--- src/rtl/dma_chan_seq_if.sv ---
// rtl/dma_chan_seq_if.sv - config, peripheral, bus and status signals of the DMA channel sequencer
interface dma_chan_seq_if #(
    parameter int NBITS = 8
);
    logic             cfg_we;
    logic [1:0]       cfg_sel;
    logic [NBITS-1:0] cfg_wdata;
    logic             start;
    logic             abort;
    logic             dev_req;
    logic             dev_ack;
    logic             bus_req;
    logic             bus_gnt;
    logic             bus_strobe;
    logic [NBITS-1:0] bus_addr;
    logic             busy;
    logic             irq;
    logic             aborted;
    logic [NBITS-1:0] wc;

    modport slave (
        input  cfg_we, cfg_sel, cfg_wdata, start, abort, dev_req, bus_gnt,
        output dev_ack, bus_req, bus_strobe, bus_addr, busy, irq, aborted, wc
    );

    modport master (
        output cfg_we, cfg_sel, cfg_wdata, start, abort, dev_req, bus_gnt,
        input  dev_ack, bus_req, bus_strobe, bus_addr, busy, irq, aborted, wc
    );
endinterface

--- src/rtl/dma_chan_seq.sv ---
// rtl/dma_chan_seq.sv - single DMA channel sequencer (AC/WR/CR/WC, word handshake, termination)
// Optional DMA_AUTO_RELOAD_EN: on termination reload AC from its start value and keep running.
module dma_chan_seq #(
    parameter int NBITS = 8
) (
    input  logic           clk,
    input  logic           rst_n,
    dma_chan_seq_if.slave  io
);
    typedef enum logic [2:0] {
        S_IDLE,
        S_ARM,
        S_BREQ,
        S_XFER,
        S_ACK,
        S_DONE
    } state_t;

    state_t           r_state;
    state_t           w_next;
    logic [NBITS-1:0] r_ac;
    logic [NBITS-1:0] r_wr;
    logic [NBITS-1:0] r_wc;
    logic [1:0]       r_cr;
    logic             r_irq;
    logic             r_aborted;
`ifdef DMA_AUTO_RELOAD_EN
    logic [NBITS-1:0] r_ac_base;
`endif

    logic             w_active;
    logic             w_cfg_ok;
    logic             w_go;
    logic             w_abort;
    logic             w_term;
    logic [NBITS-1:0] w_wc_next;
    logic [NBITS-1:0] w_ac_next;

    assign w_active  = (r_state == S_ARM) || (r_state == S_BREQ) ||
                       (r_state == S_XFER) || (r_state == S_ACK);
    assign w_cfg_ok  = (r_state == S_IDLE) || (r_state == S_DONE);
    assign w_go      = w_cfg_ok && io.start;
    assign w_abort   = w_active && io.abort;
    assign w_wc_next = r_wc + NBITS'(1);
    assign w_ac_next = r_ac + NBITS'(1);

    // CR=00 ends on WC carry-out, i.e. WC was all ones before this increment
    always_comb begin
        w_term = 1'b0;
        case (r_cr)
            2'b00:   w_term = &r_wc;
            2'b01:   w_term = (w_wc_next == r_wr);
            2'b10:   w_term = (w_ac_next == r_wr);
            default: w_term = 1'b0;
        endcase
    end

    always_ff @(posedge clk or negedge rst_n) begin
        if (!rst_n) begin
            r_state <= S_IDLE;
        end else begin
            r_state <= w_next;
        end
    end

    always_comb begin
        w_next = r_state;
        case (r_state)
            S_IDLE: if (io.start)   w_next = S_ARM;
            S_ARM:  if (io.dev_req) w_next = S_BREQ;
            S_BREQ: if (io.bus_gnt) w_next = S_XFER;
            S_XFER: w_next = S_ACK;
            S_ACK: begin
`ifdef DMA_AUTO_RELOAD_EN
                w_next = S_ARM;
`else
                w_next = w_term ? S_DONE : S_ARM;
`endif
            end
            S_DONE: if (io.start)   w_next = S_ARM;
            default: w_next = S_IDLE;
        endcase
        if (w_abort) w_next = S_DONE;
    end

    always_ff @(posedge clk or negedge rst_n) begin
        if (!rst_n) begin
            r_ac      <= '0;
            r_wr      <= '0;
            r_wc      <= '0;
            r_cr      <= 2'b00;
            r_irq     <= 1'b0;
            r_aborted <= 1'b0;
`ifdef DMA_AUTO_RELOAD_EN
            r_ac_base <= '0;
`endif
        end else begin
            if (w_cfg_ok && io.cfg_we) begin
                case (io.cfg_sel)
                    2'b00:   r_ac <= io.cfg_wdata;
                    2'b01:   r_wr <= io.cfg_wdata;
                    2'b10:   r_cr <= io.cfg_wdata[1:0];
                    default: ;
                endcase
            end
            if (w_go) begin
                r_wc      <= '0;
                r_irq     <= 1'b0;
                r_aborted <= 1'b0;
`ifdef DMA_AUTO_RELOAD_EN
                r_ac_base <= r_ac;
`endif
            end
`ifdef DMA_AUTO_RELOAD_EN
            // the reload irq is a single-cycle pulse seen during the first ARM cycle
            if (r_state == S_ARM) r_irq <= 1'b0;
`endif
            if (r_state == S_ACK) begin
`ifdef DMA_AUTO_RELOAD_EN
                if (w_term && !io.abort) begin
                    r_ac  <= r_ac_base;
                    r_wc  <= '0;
                    r_irq <= 1'b1;
                end else begin
                    r_ac <= w_ac_next;
                    r_wc <= w_wc_next;
                end
`else
                r_ac <= w_ac_next;
                r_wc <= w_wc_next;
                if (w_term) r_irq <= 1'b1;
`endif
            end
            // abort in ACK still counts the word: counters above update as usual
            if (w_abort) begin
                r_irq     <= 1'b1;
                r_aborted <= 1'b1;
            end
        end
    end

    assign io.dev_ack    = (r_state == S_ACK);
    assign io.bus_req    = (r_state == S_BREQ) || (r_state == S_XFER);
    assign io.bus_strobe = (r_state == S_XFER);
    assign io.bus_addr   = (r_state == S_XFER) ? r_ac : '0;
    assign io.busy       = w_active;
    assign io.irq        = r_irq;
    assign io.aborted    = r_aborted;
    assign io.wc         = r_wc;
endmodule
--- src/flat_wrapper.sv ---
// flat-port wrapper written by rule: the top's interface ports become plain ports
module dma_chan_seq_flat 
#(
    parameter int NBITS = 8
)
  (clk, rst_n, io_cfg_we, io_cfg_sel, io_cfg_wdata, io_start, io_abort, io_dev_req, io_bus_gnt, io_dev_ack, io_bus_req, io_bus_strobe, io_bus_addr, io_busy, io_irq, io_aborted, io_wc);
  dma_chan_seq_if #(.NBITS(NBITS)) io_i ();
  input  logic clk;
  input  logic rst_n;
  input wire logic [$bits(io_i.cfg_we)-1:0] io_cfg_we;
  input wire logic [$bits(io_i.cfg_sel)-1:0] io_cfg_sel;
  input wire logic [$bits(io_i.cfg_wdata)-1:0] io_cfg_wdata;
  input wire logic [$bits(io_i.start)-1:0] io_start;
  input wire logic [$bits(io_i.abort)-1:0] io_abort;
  input wire logic [$bits(io_i.dev_req)-1:0] io_dev_req;
  input wire logic [$bits(io_i.bus_gnt)-1:0] io_bus_gnt;
  output wire logic [$bits(io_i.dev_ack)-1:0] io_dev_ack;
  output wire logic [$bits(io_i.bus_req)-1:0] io_bus_req;
  output wire logic [$bits(io_i.bus_strobe)-1:0] io_bus_strobe;
  output wire logic [$bits(io_i.bus_addr)-1:0] io_bus_addr;
  output wire logic [$bits(io_i.busy)-1:0] io_busy;
  output wire logic [$bits(io_i.irq)-1:0] io_irq;
  output wire logic [$bits(io_i.aborted)-1:0] io_aborted;
  output wire logic [$bits(io_i.wc)-1:0] io_wc;
  assign io_i.cfg_we = io_cfg_we;
  assign io_i.cfg_sel = io_cfg_sel;
  assign io_i.cfg_wdata = io_cfg_wdata;
  assign io_i.start = io_start;
  assign io_i.abort = io_abort;
  assign io_i.dev_req = io_dev_req;
  assign io_i.bus_gnt = io_bus_gnt;
  assign io_dev_ack = io_i.dev_ack;
  assign io_bus_req = io_i.bus_req;
  assign io_bus_strobe = io_i.bus_strobe;
  assign io_bus_addr = io_i.bus_addr;
  assign io_busy = io_i.busy;
  assign io_irq = io_i.irq;
  assign io_aborted = io_i.aborted;
  assign io_wc = io_i.wc;
  dma_chan_seq #(.NBITS(NBITS)) u_core (.clk(clk), .rst_n(rst_n), .io(io_i));
endmodule
--- config.mk ---
export PLATFORM = sky130hd
export DESIGN_NAME = dma_chan_seq_flat
export DESIGN_NICKNAME = d
export VERILOG_FILES = /design/src/rtl/dma_chan_seq_if.sv /design/src/rtl/dma_chan_seq.sv /design/src/flat_wrapper.sv
export SDC_FILE = /design/constraint.sdc
export NUM_CORES = 1
export LEC_CHECK = 0
export ABC_AREA = 1
export BUFFER_PORTS_ARGS = -buffer_cell sky130_fd_sc_hd__buf_2
export CORE_UTILIZATION = 45
export DETAILED_ROUTE_END_ITERATION = 10
export PLACE_DENSITY = 0.67
export SLEW_MARGIN = 20
export SYNTH_ARGS = -nofsm -noshare
export SYNTH_HDL_FRONTEND = slang
export SYNTH_SLANG_ARGS = --single-unit
--- constraint.sdc ---
create_clock -name clk -period 4.7 [get_ports clk]
set_clock_uncertainty 0.1 [all_clocks]
set_input_delay 0.47 -clock clk [delete_from_list [all_inputs] [get_ports clk]]
set_output_delay 0.47 -clock clk [all_outputs]
set_load 0.02 [all_outputs]
==> results.md <==
* Synth area leader: dfrtp_1
* Element type at the critical path start: flip-flop
* Post-CTS Hold Buffers at 0
* Area Growth Syn to Fin at 15.9%
* Setup_tns at 0 ps
* Worst-margin pin slew at 703 ps
* Worst hold path class: in -> async
* Crit path kind: reg -> out
* Yosys warns at 0
* Peak VDD IR at about 0.36 mV
* Post-Syn Instances at 294
* Hpwl dp at 3640 µm
* Crit path DAT at 1800 ps
* Total track usage at 0.219
* RSZ-0062 raised after global routing: false
* Top-area cell type share of the netlist area at 0.381
* CP cell instances: nor2_1 -> inv_1 -> nor2_1 -> clkinv_1 -> nor2_1 -> buf_2
* Final min period at 2370 ps
* Setup violators final at 0
* Post-DP Area at 0.00226 mm²
* Resized cells post-CTS at 0
* Maxcap violations at 0
* Kind of end point of the critical path: primary output
* Root Buffer: clkbuf_8
* Clock Power Share at 0.167
* Share of layout cells above drive strength 1 at 0.202
* P_int at 0.000743 W
* Flops & latches, synth at 31
* Sw frac at 0.468
* Gr ovfl total at 0
* WL per Instance at ~12 µm
* Largest stage delay on the critical path at 440 ps
* Psw at 0.000655 W
* Final worst path period share at 0.505
* Die Footprint at 0.00479 mm²
* CTS clk-pin slew, worst paths at around 70 ps
* Starting Density at 0.467
* Synthesized area at 0.00203 mm²
* Worst skew pair latency at 290 ps
* CP max-delay cell: dfrtp_1
* Number of global-route vias before repair at about 1800
* Pre-antenna DRT Iters at 4
* Final net count at between 300 and 400
* DRC viols at 0
* Fin. Hold Viols at 0
* PD cells at 593 mW/mm²
* Syn_nets at 316
* Bufs and invs on worst path at 3
* Io pins at 39
* Global-route wire length before repair at 8250 µm
* Core area at 0.00435 mm²
* Delay-heaviest family, CP: buffers and inverters
* Via count at 1970
* Count of input and output buffers at 38
* CTS buffer count at 5
* TritonCTS clock tree: done
* Largest net degree at the start of global routing at 32
* Distinct cells, synth at 28
* Worst endpoint required time at 4130 ps
* Setup Buffers After CTS at 0
* Largest cells by area after synthesis: dfrtp_1 38%, nand2_1 16%, nand3_1 8.6%, inv_1 7.9%, o21ai_0 4.7%
* Worst slew margin at 0.531
* CTS Sinks at 31
* Antenna fix cells at 0
* Combinational Power Share at 0.498
* DR vias/cell at 5.08
* Highest Clock Rate at around 420 MHz
* Final Max Tran Viols at 0
* Status: finished, final reports clean
* Sequential fraction of the synthesis area at 0.381
* Syn_area_per_cell at 6.92 µm²
* Sequential group share of total power at 0.335
* Fill cells at roughly 430
* Clk buf depth at 2
* Final Cell Area at 0.00236 mm²
* Initial antenna violation count at 0
* Antenna Nets Post-Route at 0
* Routability cong. at about 0.82
* Routed WL at about 4800 µm
* Most used cell, CP: nor2_1
* Die width at approximately 69 µm
* H-Tree Depth at 2
* Max FO, Critical Path at 9
* Die Y at 69.2 µm
* Leak at 1.29 nW
* Drt initial violations at 106
* # rows at 24
==> stage by stage <==
step | power, W | util | cells | hold slack, ps | setup WS, ps
2_1_floorplan | 0.000993 | - | 294 | 74.4 | 2520
3_3_place_gp | 0.00115 | 0.519 | 380 | 351 | 2670
3_5_place_dp | 0.00117 | 0.519 | 380 | 354 | 2610
4_1_cts | 0.00141 | 0.542 | 388 | 156 | 2310
5_1_grt | 0.00153 | 0.542 | 388 | 188 | 2180
6_report | 0.00140 | 0.542 | 388 | 127 | 2330
==> Yosys cell counts <==
library cell and instances:
nand2_1 86, inv_1 43, nand3_1 35, dfrtp_1 31
nor2_1 24, o21ai_0 19, nand2_2 9, o21ai_1 9
o221ai_1 6, ha_1 5, inv_2 5, nor2_2 3
buf_4 2, nand3b_1 2, nor3_1 2, a21oi_2 1
buf_2 1, buf_6 1, clkinv_1 1, inv_4 1
nand3_2 1, nand4_1 1, nor2_4 1, nor2_8 1
o211ai_1 1, o221ai_2 1, o22ai_1 1, xor2_1 1
==> registers in the layout, indices dropped and copies added (netlist names) <==
name	count
u_core.r_wr	8
u_core.io.aborted	1
u_core.r_cr	2
u_core.r_state	3
u_core.io.irq	1
u_core.r_ac	8
u_core.io.wc	8
==> placed cells by master (no fill, tap or decap), drive strengths merged <==
| cell type | instances |
|---|---|
| nor3 | 2 |
| xor2 | 1 |
| ha | 5 |
| nand3b | 2 |
| o21ai | 28 |
| nand3 | 36 |
| nand4 | 1 |
| buf | 38 |
| a21oi | 1 |
| inv | 49 |
| o211ai | 1 |
| clkbuf | 8 |
| clkinv | 1 |
| nor2 | 29 |
| o22ai | 1 |
| nand2 | 95 |
| o221ai | 7 |
| dfrtp | 31 |
==> routing by layer <==
metal / global-route usage / share of wire / vias up
met5: 0 / 0 / -
met4: 0.0862 / 0.012 / 0
met3: 0.0596 / 0.045 / 4
met2: 0.347 / 0.46 / 54
met1: 0.284 / 0.48 / 890
li1: - / - / 1022
==> power groups by stage <==
stage                     clock (W)  sequential [W]  combinational, W
after floorplan                   0        0.000469          0.000524
after global placement            0        0.000468          0.000687
after detailed placement          0        0.000470          0.000697
after CTS                  0.000243        0.000466          0.000700
after global routing       0.000254        0.000482          0.000791
final                      0.000234        0.000468          0.000697
==> final timing paths <==
path                                     end  cells past startpoint         startpoint  slack [ps]
setup / recovery              io_bus_addr[2]                      6  u_core.r_state[2]        2330
hold / removal               u_core.io.wc[0]                      1              rst_n         130
setup reg to reg           u_core.r_state[2]                     14     u_core.r_cr[0]        2590
hold reg to reg            u_core.io.aborted                      2  u_core.io.aborted         370
max in group asynchronous     u_core.r_wr[0]                      1              rst_n        3920
min in group clk              u_core.r_wr[6]                      3    io_cfg_wdata[6]         350
==> layout make-up <==
type                    instances  area, µm²  share of cell area
clock buffers                   8        100              0.0424
flip-flops and latches         31        776               0.329
multi-input cells             209       1040               0.440
repair buffers                 38        190              0.0806
inverters                      50        190              0.0806
well taps                      52       65.1              0.0276
==> kinds of logic after synthesis <==
logic type | share of synthesized area
simple gates | 0.362
flops | 0.381
buf+inv | 0.109
xor+xnor | 0.00431
fa+ha+maj | 0.0308
compound gates | 0.113
Power figures use the tool's default switching activity.
